$ cat config.mk
export PLATFORM = sky130hd
export DESIGN_NAME = mapper_ascii_gen
export DESIGN_NICKNAME = d
export VERILOG_FILES = /design/src/rtl/mapper_pkg.sv /design/src/rtl/mapper_bank_regs.sv /design/src/rtl/mapper_ascii_gen.sv
export SDC_FILE = /design/constraint.sdc
export NUM_CORES = 1
export LEC_CHECK = 0
export ABC_AREA = 1
export BUFFER_PORTS_ARGS = -buffer_cell sky130_fd_sc_hd__buf_2
export CORE_ASPECT_RATIO = 0.9
export CORE_MARGIN = 2
export CORE_UTILIZATION = 40
export DETAILED_ROUTE_END_ITERATION = 12
export PLACE_DENSITY_LB_ADDON = 0.05
export SYNTH_ARGS = -nofsm -noshare
export SYNTH_HDL_FRONTEND = slang
export SYNTH_SLANG_ARGS = --single-unit
$ cat constraint.sdc
create_clock -name clk -period 6.15 [get_ports clk]
set_input_delay 0.3075 -clock clk [delete_from_list [all_inputs] [get_ports clk]]
set_output_delay 0.3075 -clock clk [all_outputs]
set_load 0.02 [all_outputs]
$ cat src/rtl/mapper_pkg.sv
`default_nettype none
// ============================================================================
// Module      : mapper_pkg
// Description : Shared definitions for the ASCII mapper: CPU window limits,
//               bank-size mode enum, SRAM flag bit positions and small
//               address-decode helpers used by the top and the register file.
// Options     : MAPPER_SRAM_EN (consumers only; nothing here depends on it)
// Revision    : 1.0 - initial release
// ============================================================================
package mapper_pkg;

    typedef enum logic {
        MODE_8K  = 1'b0,
        MODE_16K = 1'b1
    } mode_e;

    // CPU address windows
    localparam logic [15:0] c_win_rom_lo  = 16'h4000;
    localparam logic [15:0] c_win_rom_hi  = 16'hBFFF;
    localparam logic [15:0] c_win_wr_lo   = 16'h6000;
    localparam logic [15:0] c_win_wr_hi   = 16'h7FFF;
    localparam logic [15:0] c_win_sram_lo = 16'h8000;

    // din bit that carries the SRAM flag in each mode
    localparam int c_sram_bit_8k  = 5;
    localparam int c_sram_bit_16k = 4;

    // True when a write at address a targets a bank register in mode m.
    // In 16 KB mode only the lower half of each 4 KB write slot is decoded.
    function automatic logic wr_hit(input mode_e m, input logic [15:0] a);
        logic in_win;
        in_win = (a >= c_win_wr_lo) && (a <= c_win_wr_hi);
        return (m == MODE_8K) ? in_win : (in_win && !a[11]);
    endfunction

    // Bank register index addressed by a write (valid only when wr_hit).
    function automatic logic [1:0] wr_idx(input mode_e m, input logic [15:0] a);
        return (m == MODE_8K) ? a[12:11] : {1'b0, a[12]};
    endfunction

    // Bank register index that maps a read at address a.
    // 8 KB mode: 4000/6000/8000/A000 -> 0/1/2/3, i.e. a[14:13] offset by two.
    function automatic logic [1:0] rd_idx(input mode_e m, input logic [15:0] a);
        return (m == MODE_8K) ? 2'(a[14:13] + 2'd2) : {1'b0, a[15]};
    endfunction

    function automatic logic sram_flag_bit(input mode_e m, input logic [7:0] d);
        return (m == MODE_8K) ? d[c_sram_bit_8k] : d[c_sram_bit_16k];
    endfunction

    function automatic logic in_sram_win(input logic [15:0] a);
        return (a >= c_win_sram_lo) && (a <= c_win_rom_hi);
    endfunction

endpackage
`default_nettype wire

$ cat src/rtl/mapper_bank_regs.sv
`default_nettype none
// ============================================================================
// Module      : mapper_bank_regs
// Description : Per-context bank register file and write-commit logic.
//               A commit happens on the first cycle of cs & mreq & wr; a held
//               strobe commits once. After reset the strobe must be seen low
//               before another commit is accepted, so a write that straddles
//               reset is dropped.
// Options     : MAPPER_SRAM_EN - adds per-bank SRAM flags and the
//               first-write-cycle output used for the SRAM write strobe.
// Ports       : clk, reset_n       - clock, async active-low reset
//               i_cs/i_cpu_mreq/i_cpu_wr/i_cpu_addr/i_din - CPU bus
//               i_cart_num, i_mode - active context and per-context mode
//               o_mode             - mode bit of the active context
//               o_wr_first         - first cycle of a CPU write (SRAM build)
//               o_sram_flags       - SRAM flags of active context (SRAM build)
//               o_banks            - b3..b0 of active context, packed
// Revision    : 1.0 - initial release
// ============================================================================
module mapper_bank_regs #(
    parameter int CART_CNT   = 2,
    parameter int BANK_W     = 8,
    parameter int CART_SEL_W = 1
) (
    input  logic                  clk,
    input  logic                  reset_n,
    input  logic                  i_cs,
    input  logic                  i_cpu_mreq,
    input  logic                  i_cpu_wr,
    input  logic [15:0]           i_cpu_addr,
    input  logic [7:0]            i_din,
    input  logic [CART_SEL_W-1:0] i_cart_num,
    input  logic [CART_CNT-1:0]   i_mode,
    output logic                  o_mode,
`ifdef MAPPER_SRAM_EN
    output logic                  o_wr_first,
    output logic [3:0]            o_sram_flags,
`endif
    output logic [4*BANK_W-1:0]   o_banks
);
    import mapper_pkg::*;

    logic              w_wr_term;
    logic              r_wr_prev;
    logic              r_armed;
    logic              w_wr_first;
    logic              w_cart_ok;
    logic              w_mode_bit;
    mode_e             w_mode;
    logic              w_hit;
    logic [1:0]        w_idx;
    logic              w_commit;
    logic [BANK_W-1:0] w_din_bank;

    logic [4*BANK_W-1:0] w_ctx_banks [CART_CNT];

    assign w_wr_term = i_cs & i_cpu_mreq & i_cpu_wr;

    // r_armed stays low from reset until the strobe has been seen low once.
    always_ff @(posedge clk or negedge reset_n) begin
        if (!reset_n) begin
            r_wr_prev <= 1'b0;
            r_armed   <= 1'b0;
        end else begin
            r_wr_prev <= w_wr_term;
            if (!w_wr_term) begin
                r_armed <= 1'b1;
            end
        end
    end

    assign w_wr_first = w_wr_term & ~r_wr_prev & r_armed;

    // cart_num codes beyond CART_CNT select nothing
    assign w_cart_ok  = (32'(i_cart_num) < CART_CNT);
    assign w_mode_bit = w_cart_ok ? i_mode[i_cart_num] : 1'b0;
    assign w_mode     = mode_e'(w_mode_bit);
    assign w_hit      = wr_hit(w_mode, i_cpu_addr);
    assign w_idx      = wr_idx(w_mode, i_cpu_addr);
    assign w_commit   = w_wr_first & w_hit & w_cart_ok;
    // Narrower banks drop high din bits, wider banks zero-fill
    assign w_din_bank = BANK_W'(i_din);

`ifdef MAPPER_SRAM_EN
    logic       w_flag_bit;
    logic [3:0] w_ctx_flags [CART_CNT];
    assign w_flag_bit = sram_flag_bit(w_mode, i_din);
`endif

    for (genvar c = 0; c < CART_CNT; c++) begin : g_ctx
        logic                w_sel;
        logic [4*BANK_W-1:0] r_banks;

        assign w_sel = w_commit && (i_cart_num == CART_SEL_W'(c));

        always_ff @(posedge clk or negedge reset_n) begin
            if (!reset_n) begin
                r_banks <= '0;
            end else if (w_sel) begin
                r_banks[w_idx*BANK_W +: BANK_W] <= w_din_bank;
            end
        end

        assign w_ctx_banks[c] = r_banks;

`ifdef MAPPER_SRAM_EN
        logic [3:0] r_flags;

        always_ff @(posedge clk or negedge reset_n) begin
            if (!reset_n) begin
                r_flags <= 4'b0;
            end else if (w_sel) begin
                r_flags[w_idx] <= w_flag_bit;
            end
        end

        assign w_ctx_flags[c] = r_flags;
`endif
    end

    assign o_mode  = w_mode_bit;
    assign o_banks = w_cart_ok ? w_ctx_banks[i_cart_num] : '0;

`ifdef MAPPER_SRAM_EN
    assign o_wr_first   = w_wr_first;
    assign o_sram_flags = w_cart_ok ? w_ctx_flags[i_cart_num] : 4'b0;
`endif

endmodule
`default_nettype wire

$ cat src/rtl/mapper_ascii_gen.sv
`default_nettype none
// ============================================================================
// Module      : mapper_ascii_gen
// Description : Generic ASCII 8 KB / 16 KB cartridge mapper with CART_CNT
//               independent contexts. Translates the CPU address in
//               4000-BFFF into a ROM address from the bank registers and
//               flags accesses beyond the ROM image.
// Options     : MAPPER_SRAM_EN - per-bank SRAM flag; a flagged bank in
//               8000-BFFF routes the access to a 8 KB SRAM window.
// Ports       : clk, reset_n          - clock, async active-low reset
//               cpu_addr, din          - CPU address / write data
//               cpu_mreq, cpu_wr, cs   - strobes and slot select
//               cart_num, mode         - active context, per-context mode
//               rom_size               - ROM image size in bytes
//               mem_addr, mem_unmaped  - translated address, out-of-image
//               sram_sel/we/addr       - SRAM window controls
// Revision    : 1.0 - initial release
// ============================================================================
module mapper_ascii_gen #(
    parameter  int CART_CNT   = 2,
    parameter  int BANK_W     = 8,
    parameter  int ADDR_W     = 25,
    localparam int CART_SEL_W = (CART_CNT > 1) ? $clog2(CART_CNT) : 1
) (
    input  logic                  clk,
    input  logic                  reset_n,
    input  logic [15:0]           cpu_addr,
    input  logic [7:0]            din,
    input  logic                  cpu_mreq,
    input  logic                  cpu_wr,
    input  logic                  cs,
    input  logic [CART_SEL_W-1:0] cart_num,
    input  logic [CART_CNT-1:0]   mode,
    input  logic [ADDR_W-1:0]     rom_size,
    output logic [ADDR_W-1:0]     mem_addr,
    output logic                  mem_unmaped,
    output logic                  sram_sel,
    output logic                  sram_we,
    output logic [12:0]           sram_addr
);
    import mapper_pkg::*;

    logic                w_mode_bit;
    mode_e               w_mode;
    logic [4*BANK_W-1:0] w_banks;
    logic [1:0]          w_rd_idx;
    logic [BANK_W-1:0]   w_bank;
    logic [ADDR_W-1:0]   w_mem_addr;
    logic                w_beyond;

`ifdef MAPPER_SRAM_EN
    logic                w_wr_first;
    logic [3:0]          w_sram_flags;
    logic                w_sram_sel;
`endif

    mapper_bank_regs #(
        .CART_CNT   (CART_CNT),
        .BANK_W     (BANK_W),
        .CART_SEL_W (CART_SEL_W)
    ) u_bank_regs (
        .clk          (clk),
        .reset_n      (reset_n),
        .i_cs         (cs),
        .i_cpu_mreq   (cpu_mreq),
        .i_cpu_wr     (cpu_wr),
        .i_cpu_addr   (cpu_addr),
        .i_din        (din),
        .i_cart_num   (cart_num),
        .i_mode       (mode),
        .o_mode       (w_mode_bit),
`ifdef MAPPER_SRAM_EN
        .o_wr_first   (w_wr_first),
        .o_sram_flags (w_sram_flags),
`endif
        .o_banks      (w_banks)
    );

    assign w_mode   = mode_e'(w_mode_bit);
    assign w_rd_idx = rd_idx(w_mode, cpu_addr);
    assign w_bank   = w_banks[w_rd_idx*BANK_W +: BANK_W];

    always_comb begin
        w_mem_addr = '0;
        if (w_mode == MODE_8K) begin
            w_mem_addr = ADDR_W'({w_bank, cpu_addr[12:0]});
        end else begin
            w_mem_addr = ADDR_W'({w_bank, cpu_addr[13:0]});
        end
    end

    assign mem_addr = w_mem_addr;
    // rom_size = 0 makes every access "beyond" the image
    assign w_beyond = (w_mem_addr >= rom_size);

`ifdef MAPPER_SRAM_EN
    // A flagged bank only turns into SRAM in the upper window; below 8000
    // it keeps behaving as ROM.
    assign w_sram_sel  = cs & in_sram_win(cpu_addr) & w_sram_flags[w_rd_idx];
    assign sram_sel    = w_sram_sel;
    assign sram_we     = w_sram_sel & w_wr_first;
    assign sram_addr   = w_sram_sel ? cpu_addr[12:0] : 13'd0;
    assign mem_unmaped = cs & w_beyond & ~w_sram_sel;
`else
    assign sram_sel    = 1'b0;
    assign sram_we     = 1'b0;
    assign sram_addr   = 13'd0;
    assign mem_unmaped = cs & w_beyond;
`endif

endmodule
`default_nettype wire

After elaboration in Yosys (flattened, before gate mapping)
Cells that the tools add are included.
{"block": "op_classes", "n_addsub": 2, "multipliers": 0, "div": 0, "magnitude_cmp": 5, "n_eq_ne": 0, "n_shift": 3, "n_mux": 11, "bitwise": 9, "reduce_logical": 5}
{"op": "$mux W32", "n": 3}
{"op": "$bwmux W32", "n": 2}
{"op": "$neg A5 Y34", "n": 1}
{"op": "$shift A8 B34 Y32 const A", "n": 1}
{"op": "$shiftx A8 B34 Y32", "n": 1}
{"op": "$shiftx A32 B6 Y8", "n": 1}
{"op": "$ge A25 B25 Y1", "n": 1}
{"op": "$mux W22", "n": 1}
{"op": "$ge A16 B15 Y1 const B", "n": 1}
{"op": "$le A16 B15 Y1 const B", "n": 1}
{"op": "$and A1 B1 Y1", "n": 6}
{"op": "$logic_and A1 B1 Y1", "n": 4}
{"op": "$mux W2", "n": 2}
{"op": "$mux W1", "n": 3}
{"op": "$add A2 B2 Y2 const B", "n": 1}
{"op": "$ge A2 B2 Y1 const B", "n": 1}
{"op": "$lt A1 B2 Y1 const B", "n": 1}
{"op": "$not A1 Y1", "n": 2}
{"op": "$not A1 Y2", "n": 1}
{"op": "$logic_not A1 Y1", "n": 1}
{"block": "totals", "ff_bits": 66, "latchBits": 0, "mem_bits_rw": 0, "rom_bits": 0, "in_bits": 57, "output_inout_bits": 41, "elab_cells": 39, "memories": 0}

Depth between registers and ports, before layout
Gate-level depths: netlist of run 1.
{"block": "logic_depth", "ltp_word": 8, "mapped_depth": 22, "mapped_depth_nobuf": 20}

Modules after synthesis
From an unflattened synthesis of run 1, not the netlist that was laid out.
{"block": "hier_totals", "hier_cells": 707, "area_unflattened_um2": 4752.1}
{"module": "mapper_bank_regs", "n_inst": 1, "cells_per_inst": 475, "area_each_um2": 3452.1}
{"module": "mapper_ascii_gen", "n_inst": 1, "cells_per_inst": 232, "area_each_um2": 1300.0}

Least setup slack after synthesis of run 1
Ideal clock, no wire load.
{"block": "synth_path", "kind": "in2out", "startpoint": "in cart_num", "endpoint": "out mem_unmaped", "t_arrival_ns": 2.653, "path_slack_ns": 3.189, "path_stages": 19, "n_path_buf": 1, "cell_sequence": "buf_6 nand2_1 nand2_4 nor2_2 inv_2 nand3_1 nand2_1 o21ai_0 ha_1 nand2_1 inv_1 nand2_1 nand2_1 nand2_1 nand2_1 a21oi_1 nand3_1 nand2_1 inv_1"}
{"block": "synth_between", "elab_chain_cells": 8}
{"element": "from (decl)", "line": "mapper_ascii_gen.sv:32", "text": "input logic [CART_SEL_W-1:0] cart_num,"}
{"element": "$not A1 Y2 (implied by the code)", "line": "mapper_bank_regs.sv:122", "text": "assign o_banks = w_cart_ok ? w_ctx_banks[i_cart_num] : '0;"}
{"element": "$mux W32 (implied by the code) (3 in series)", "line": "mapper_bank_regs.sv:122"}
{"element": "$shiftx A32 B6 Y8", "line": "mapper_ascii_gen.sv:81", "text": "assign w_bank = w_banks[w_rd_idx*BANK_W +: BANK_W];"}
{"element": "$mux W22 (*)", "line": "mapper_ascii_gen.sv:85", "text": "if (w_mode == MODE_8K) begin"}
{"element": "named net mem_addr[20]", "line": "mapper_ascii_gen.sv:35", "text": "output logic [ADDR_W-1:0] mem_addr,"}
{"element": "$ge A25 B25 Y1 (*)", "line": "mapper_ascii_gen.sv:94", "text": "assign w_beyond = (w_mem_addr >= rom_size);"}
{"element": "$and A1 B1 Y1 (*)", "line": "mapper_ascii_gen.sv:108", "text": "assign mem_unmaped = cs & w_beyond;"}
{"element": "to (decl)", "line": "mapper_ascii_gen.sv:36", "text": "output logic mem_unmaped,"}
The timed path passes the listed nets; every way through them passes the cells marked *. The select of a mux whose other input is x is not followed.

Worst setup path in the final report of run 1
{"block": "layout_path", "startpoint": "in cart_num", "endpoint": "out mem_unmaped"}
{"block": "layout_between", "elab_chain_cells": 8}
{"element": "$not A1 Y2 (implied by the code)", "line": "mapper_bank_regs.sv:122"}
{"element": "$mux W32 (implied by the code) (3 in series)", "line": "mapper_bank_regs.sv:122"}
{"element": "$shiftx A32 B6 Y8", "line": "mapper_ascii_gen.sv:81"}
{"element": "$mux W22 (*)", "line": "mapper_ascii_gen.sv:85"}
{"element": "$ge A25 B25 Y1 (*)", "line": "mapper_ascii_gen.sv:94"}
{"element": "$and A1 B1 Y1 (*)", "line": "mapper_ascii_gen.sv:108"}
Every way passes the cells marked *; elsewhere a longest branch is shown, timed or not. The select of a mux whose other input is x is not followed.

==> results.ini, run 1 <==
[timing]
fmax_mhz=268
rsz0062_at_grt=no
fin_ws_ps=2420
period_minus_slack_ps=3730
finalSetupViolations=0
finalCritPeriodShare=0.607
fin_worst_skew_ps=9.07
finalHoldViolations=0
worstMarginPinSlew_ps=1230
finalSetupTns_ps=0
report.final.slew_viol_count=0
max_slew_margin=0.177

[clock_network]
cts_setup_buffers=0
numCtsBuffers=9
holdBufCountCts=0
cts_tree=built
clk_pin_slew_ps=50
cts_resized=0
cts.sinks=66
clkLatencyLatePin_ps=330
ctsLongestPathBuffers=2
ctsHtreeMaxLevel=3
root_buffer=clkbuf_16

[hold_path]
hp-class=in -> async

[floorplan]
initial_core_util=0.412
die_w_um=115
ios=98
die_y_um=104
core_mm2=0.0109
dieArea_mm2=0.0120
rows=36

[layout]
multiInputGateArea_mm2=0.00233
layout_commonest_cell=nand2_1
n_antenna_cell=0
area_growth_pct=13.4
drive_above_1_share=0.196
regArea_mm2=0.00165
layout_common_cells=nand2_1, nor2_1, buf_2
fin_cells=826
fillers=1124
fin_nets=753
fin_area_mm2=0.00507

[synthesis]
syn_avg_cell_area_um2=7.30
synthTopCellsByArea=dfrtp_1, nand2_1, nor2_1
ys_ff_latch=66
synth_area_leader_cell=dfrtp_1
synth_area_mm2=0.00447
syn_inst=612
yosysTopAreaCellShare=0.370
synth_cell_types=29
yosysSeqAreaShare=0.370
yosysWarnings=0

[global_route]
grt_pass1_wl_um=18900
grt_use_total=0.202
grtUsageMet3=0.0431
gr-max-usage-layer=met2
grt_pass1_vias=3589
use_met1=0.296
antenna_found_initial=0
grt_max_degree=67
grt-ovfl-total=0
met2_usage=0.310

[routing]
vias=3909
drt-initial-drc-count=166
drtPass1Iterations=4
drc_errors=0
viasPerCell=4.73
ant_nets=0
drt-total-wl_um=11900
wire_per_inst_um=14.3

[placement]
port_buffers=79
dp_hpwl_um=8860
placed_cells=811
postPlaceCellArea_mm2=0.00475
globalplace.congestion=0.821
dpl_worst_slack_ps=2390

[setup_path]
reg2reg_from=u_bank_regs.r_wr_prev
cp-start-kind=primary input
r2r_cells=6
r2r-end=u_bank_regs.g_ctx[0].r_banks[4]
critical_path_required_ps=5840
endpoint_kind=output port
ff2ff_setup_slack_ps=4570
cp_max_fo=35
worstPathArrival_ps=3430
criticalPathCategory=in -> out

[run_status]
outcome=finished, final reports clean

[pwr]
p_per_area_mw_per_mm2=243
finalPower_mw=1.23
p_leak_nw=2.57
ir_drop_mv=0.197

[flow_run]
cap_violations=0

## cells in the mapped netlist
master	n
nand2_4	2
nand3_1	48
nand2_2	9
inv_4	1
o21ai_0	1
nor2_2	1
clkinv_1	1
ha_1	26
nor3_1	2
nor2_4	3
nor3_2	1
dfrtp_1	66
nand2_1	160
o21ai_2	16
nor2_1	110
nor3_4	1
a21o_1	2
conb_1	1
a21oi_1	6
buf_6	10
nand4_4	1
buf_4	31
inv_2	2
inv_1	40
buf_2	3
o21ai_1	54
and3_1	1
nand4_1	6
clkbuf_1	7
## sequential cells by signal, summed over array words and instances, names as in the netlist
| register | flops |
|---|---|
| u_bank_regs.r_wr_prev | 1 |
| u_bank_regs.r_armed | 1 |
| u_bank_regs.g_ctx.r_banks | 64 |
## worst max path at each step
| stage | startpoint | slack [ps] | depth (start not counted) | end |
|---|---|---|---|---|
| after floorplan | cart_num | 3190 | 19 | mem_unmaped |
| after global placement | cart_num | 2480 | 22 | mem_unmaped |
| after detailed placement | cart_num | 2390 | 22 | mem_unmaped |
| after CTS | cart_num | 2380 | 22 | mem_unmaped |
| after global routing | cart_num | 2010 | 22 | mem_unmaped |
| final | cart_num | 2420 | 22 | mem_unmaped |
## area by class of cell
| cell class | instances | area share |
|---|---|---|
| Clock buffer | 11 | 0.0479 |
| Sequential cell | 66 | 0.326 |
| Timing Repair Buffer | 81 | 0.0810 |
| Clock inverter | 4 | 0.0151 |
| Inverter | 44 | 0.0331 |
| Multi-Input combinational cell | 468 | 0.459 |
| Tap cell | 152 | 0.0375 |
## stage by stage
stage | util | hold WS, ps
finish | 0.467 | 164
global route | 0.467 | 237
CTS | 0.467 | 206
detailed placement | 0.437 | 460
global placement | 0.437 | 454
floorplan | - | 11.9
## worst max-delay path, stage by stage
cell and delay (ps):
buf_2 80, buf_4 370, inv_4 260, nand2_4 130, nand2_4 130, o21ai_2 520
nand2_1 120, nand3_1 110, nand2_1 70, o21ai_0 220, ha_1 310, nand2_1 100
inv_1 50, nand2_1 50, nand2_1 40, nand2_1 50, nand2_1 50, a21oi_1 110
nand3_1 80, nand2_1 60, inv_1 30, buf_2 140
## cells by family after synthesis
kind of cell / synth area share
compound gates: 0.103
other cells: 0.000839
simple gates: 0.330
fa+ha+maj: 0.0728
flops: 0.370
buf+inv: 0.124
## power by group
part | switching (mW) | internal [mW] | leakage [nW]
Combinational | 0.162 | 0.0728 | 1.50
Clock | 0.193 | 0.364 | 0.152
Sequential | 0.00241 | 0.439 | 0.916
## routing by layer
| layer | share of wire | vias up |
|---|---|---|
| li1 | - | 2030 |
| met1 | 0.50 | 1764 |
| met2 | 0.43 | 104 |
| met3 | 0.054 | 11 |
| met4 | 0.011 | 0 |
| met5 | 0 | - |
(Power assumes the default switching activity.)
==> run 2, diff against run 1 <==
- clock period: 6.15 -> 3.8 ns (I/O delays scaled with it)
==> run 2 against run 1 <==
- utilization up 0.10 points
- sequential power up 62%
- global-route usage up 0.90 points
- hold slack better by 36 ps
- clock skew down 2.9 ps
- routed wire length up 2.9%
- die area unchanged
- critical path type unchanged
==> results.ini, run 2 (same netlist as run 1, synthesis figures left out) <==
[global_route]
grt_pass1_vias=3787  ; +5.5%
grt_max_degree=41  ; -39%
antenna_found_initial=0  ; unchanged
grt_use_total=0.211  ; +0.00903
grt_pass1_wl_um=19600  ; +3.4%
grt-ovfl-total=0  ; unchanged

[hold_path]
hp-class=in -> reg

[timing]
max_slew_margin=0.563  ; +0.385
finalSetupTns_ps=0  ; unchanged
whs_ps=200  ; +35.7 ps
finalCritPeriodShare=0.786
finalSetupViolations=0  ; unchanged
report.final.slew_viol_count=0  ; unchanged
rsz0062_at_grt=no
fmax_mhz=335
finalHoldViolations=0  ; unchanged
period_minus_slack_ps=2990
worstMarginPinSlew_ps=656  ; -574 ps
fin_worst_skew_ps=6.13  ; -2.95 ps

[setup_path]
slowest_stage=o21ai_2
critical_path_required_ps=3610  ; -2230 ps
endpoint_kind=output port
criticalPathCategory=in -> out
cp-start-kind=primary input
crit_top_cell=nand2_1
cp_cell_sequence=buf_2 -> inv_4 -> nand2_4 -> nand2_4 -> o21ai_2 -> nand2_1 -> nand3_1 -> nand2_1 -> o21ai_0 -> ha_1 -> nand2_1 -> inv_1 -> nand2_1 -> nand2_1 -> nand2_1 -> nand2_1 -> a21oi_1 -> nand3_1 -> nand2_1 -> inv_1 -> buf_2
cp_max_fo=18  ; -49%
worstPathArrival_ps=2800  ; -630 ps
cp_slowest_stage_delay_ps=550  ; +30 ps

[pwr]
finalPower_mw=1.94  ; +57%
p_per_area_mw_per_mm2=382  ; +57%
p_leak_nw=2.57  ; +0.11%
ir_drop_mv=0.202  ; +2.3%

[routing]
ant_nets=0  ; unchanged
drtPass1Iterations=5  ; +1
viasPerCell=4.87  ; +2.9%
vias=4042  ; +3.4%
wire_per_inst_um=14.7  ; +2.4%
drt-initial-drc-count=253  ; +52%
drt-total-wl_um=12200  ; +2.9%
drc_errors=0  ; unchanged

[clock_network]
clkLatencyLatePin_ps=330  ; about the same
ctsLongestPathBuffers=2  ; unchanged
cts_resized=0  ; unchanged
ctsHtreeMaxLevel=3  ; unchanged
numCtsBuffers=9  ; unchanged
clk_pin_slew_ps=60  ; about the same
cts.sinks=66  ; unchanged
cts_tree=built
root_buffer=clkbuf_16

[flow_run]
cap_violations=0  ; unchanged

[floorplan]
core_mm2=0.0109  ; unchanged
initial_core_util=0.412  ; unchanged
die_w_um=115  ; unchanged
ios=98  ; unchanged
die_y_um=104  ; unchanged
dieArea_mm2=0.0120  ; unchanged
rows=36  ; unchanged

[layout]
n_antenna_cell=0  ; unchanged
drive_above_1_share=0.201  ; +0.00474
largest_reg_flops=64  ; unchanged
regMostFlops=u_bank_regs.g_ctx.r_banks
layout_common_cells=nand2_1, nor2_1, buf_2
fin_nets=756  ; +0.40%
layout_commonest_cell=nand2_1
area_growth_pct=13.6
reg_top3=u_bank_regs.g_ctx.r_banks x64, u_bank_regs.r_armed x1, u_bank_regs.r_wr_prev x1

[placement]
globalplace.congestion=0.843  ; +2.7%
dp_hpwl_um=9130  ; +3.1%
port_buffers=79  ; unchanged

[run_status]
outcome=finished, final reports clean

## run 2: metal layers
layer	GRT usage	vias to the layer above	share of wire
li1	-	2035	-
met1	0.300	1864	0.49
met2	0.327	125	0.44
met3	0.0379	18	0.050
met4	0.0611	0	0.014
met5	0	-	0
## run 2: layout make-up
type	count	area, µm²
multi-input combinational	468	2330
tap	152	190
sequential	66	1650
fill	1135	5780
clock buffer	10	239
inverter	44	168
timing repair buffer	84	435
clock inverter	6	66.3
## run 2: worst paths after layout
kind / from / end / slack, ps / cells after the start
min reg2reg: u_bank_regs.r_armed / u_bank_regs.r_armed / 470 / 2
min: din[0] / u_bank_regs.g_ctx[0].r_banks[0] / 200 / 3
max reg2reg: u_bank_regs.r_wr_prev / u_bank_regs.g_ctx[0].r_banks[7] / 2210 / 6
min in group asynchronous: reset_n / u_bank_regs.g_ctx[0].r_banks[1] / 410 / 2
max: cart_num / mem_unmaped / 810 / 21
max in group asynchronous: reset_n / u_bank_regs.g_ctx[1].r_banks[14] / 2430 / 3
## run 2: what timing repair did
action                                 CTS  global route
setup endpoints to repair                0             0
setup buffers                            0             0
hold buffers                             1             0
endpoints found under the hold margin   26             0
## run 2: worst max-delay path: cells and delay by family
family          cells  cell delay (ps)
simple gates       12              930
fa+ha+maj           1              300
buf+inv             5              470
compound gates      3              880
## run 2: stage by stage
| step | area, µm² | cells | worst slack [ps] | util |
|---|---|---|---|---|
| after floorplan | 4530 | 629 | 1070 | - |
| after global placement | 4760 | 813 | 869 | 0.439 |
| after detailed placement | 4760 | 813 | 811 | 0.439 |
| after CTS | 5080 | 830 | 804 | 0.468 |
| after global routing | 5080 | 830 | 487 | 0.468 |
| final | 5080 | 830 | 815 | 0.468 |
## run 2: power breakdown
group | internal [mW] | leakage, nW | switching, mW | total, mW
clock network | 0.525 | 0.141 | 0.314 | 0.839
registers | 0.710 | 0.916 | 0.00381 | 0.714
logic | 0.122 | 1.51 | 0.265 | 0.387
total | 1.36 | 2.57 | 0.583 | 1.94
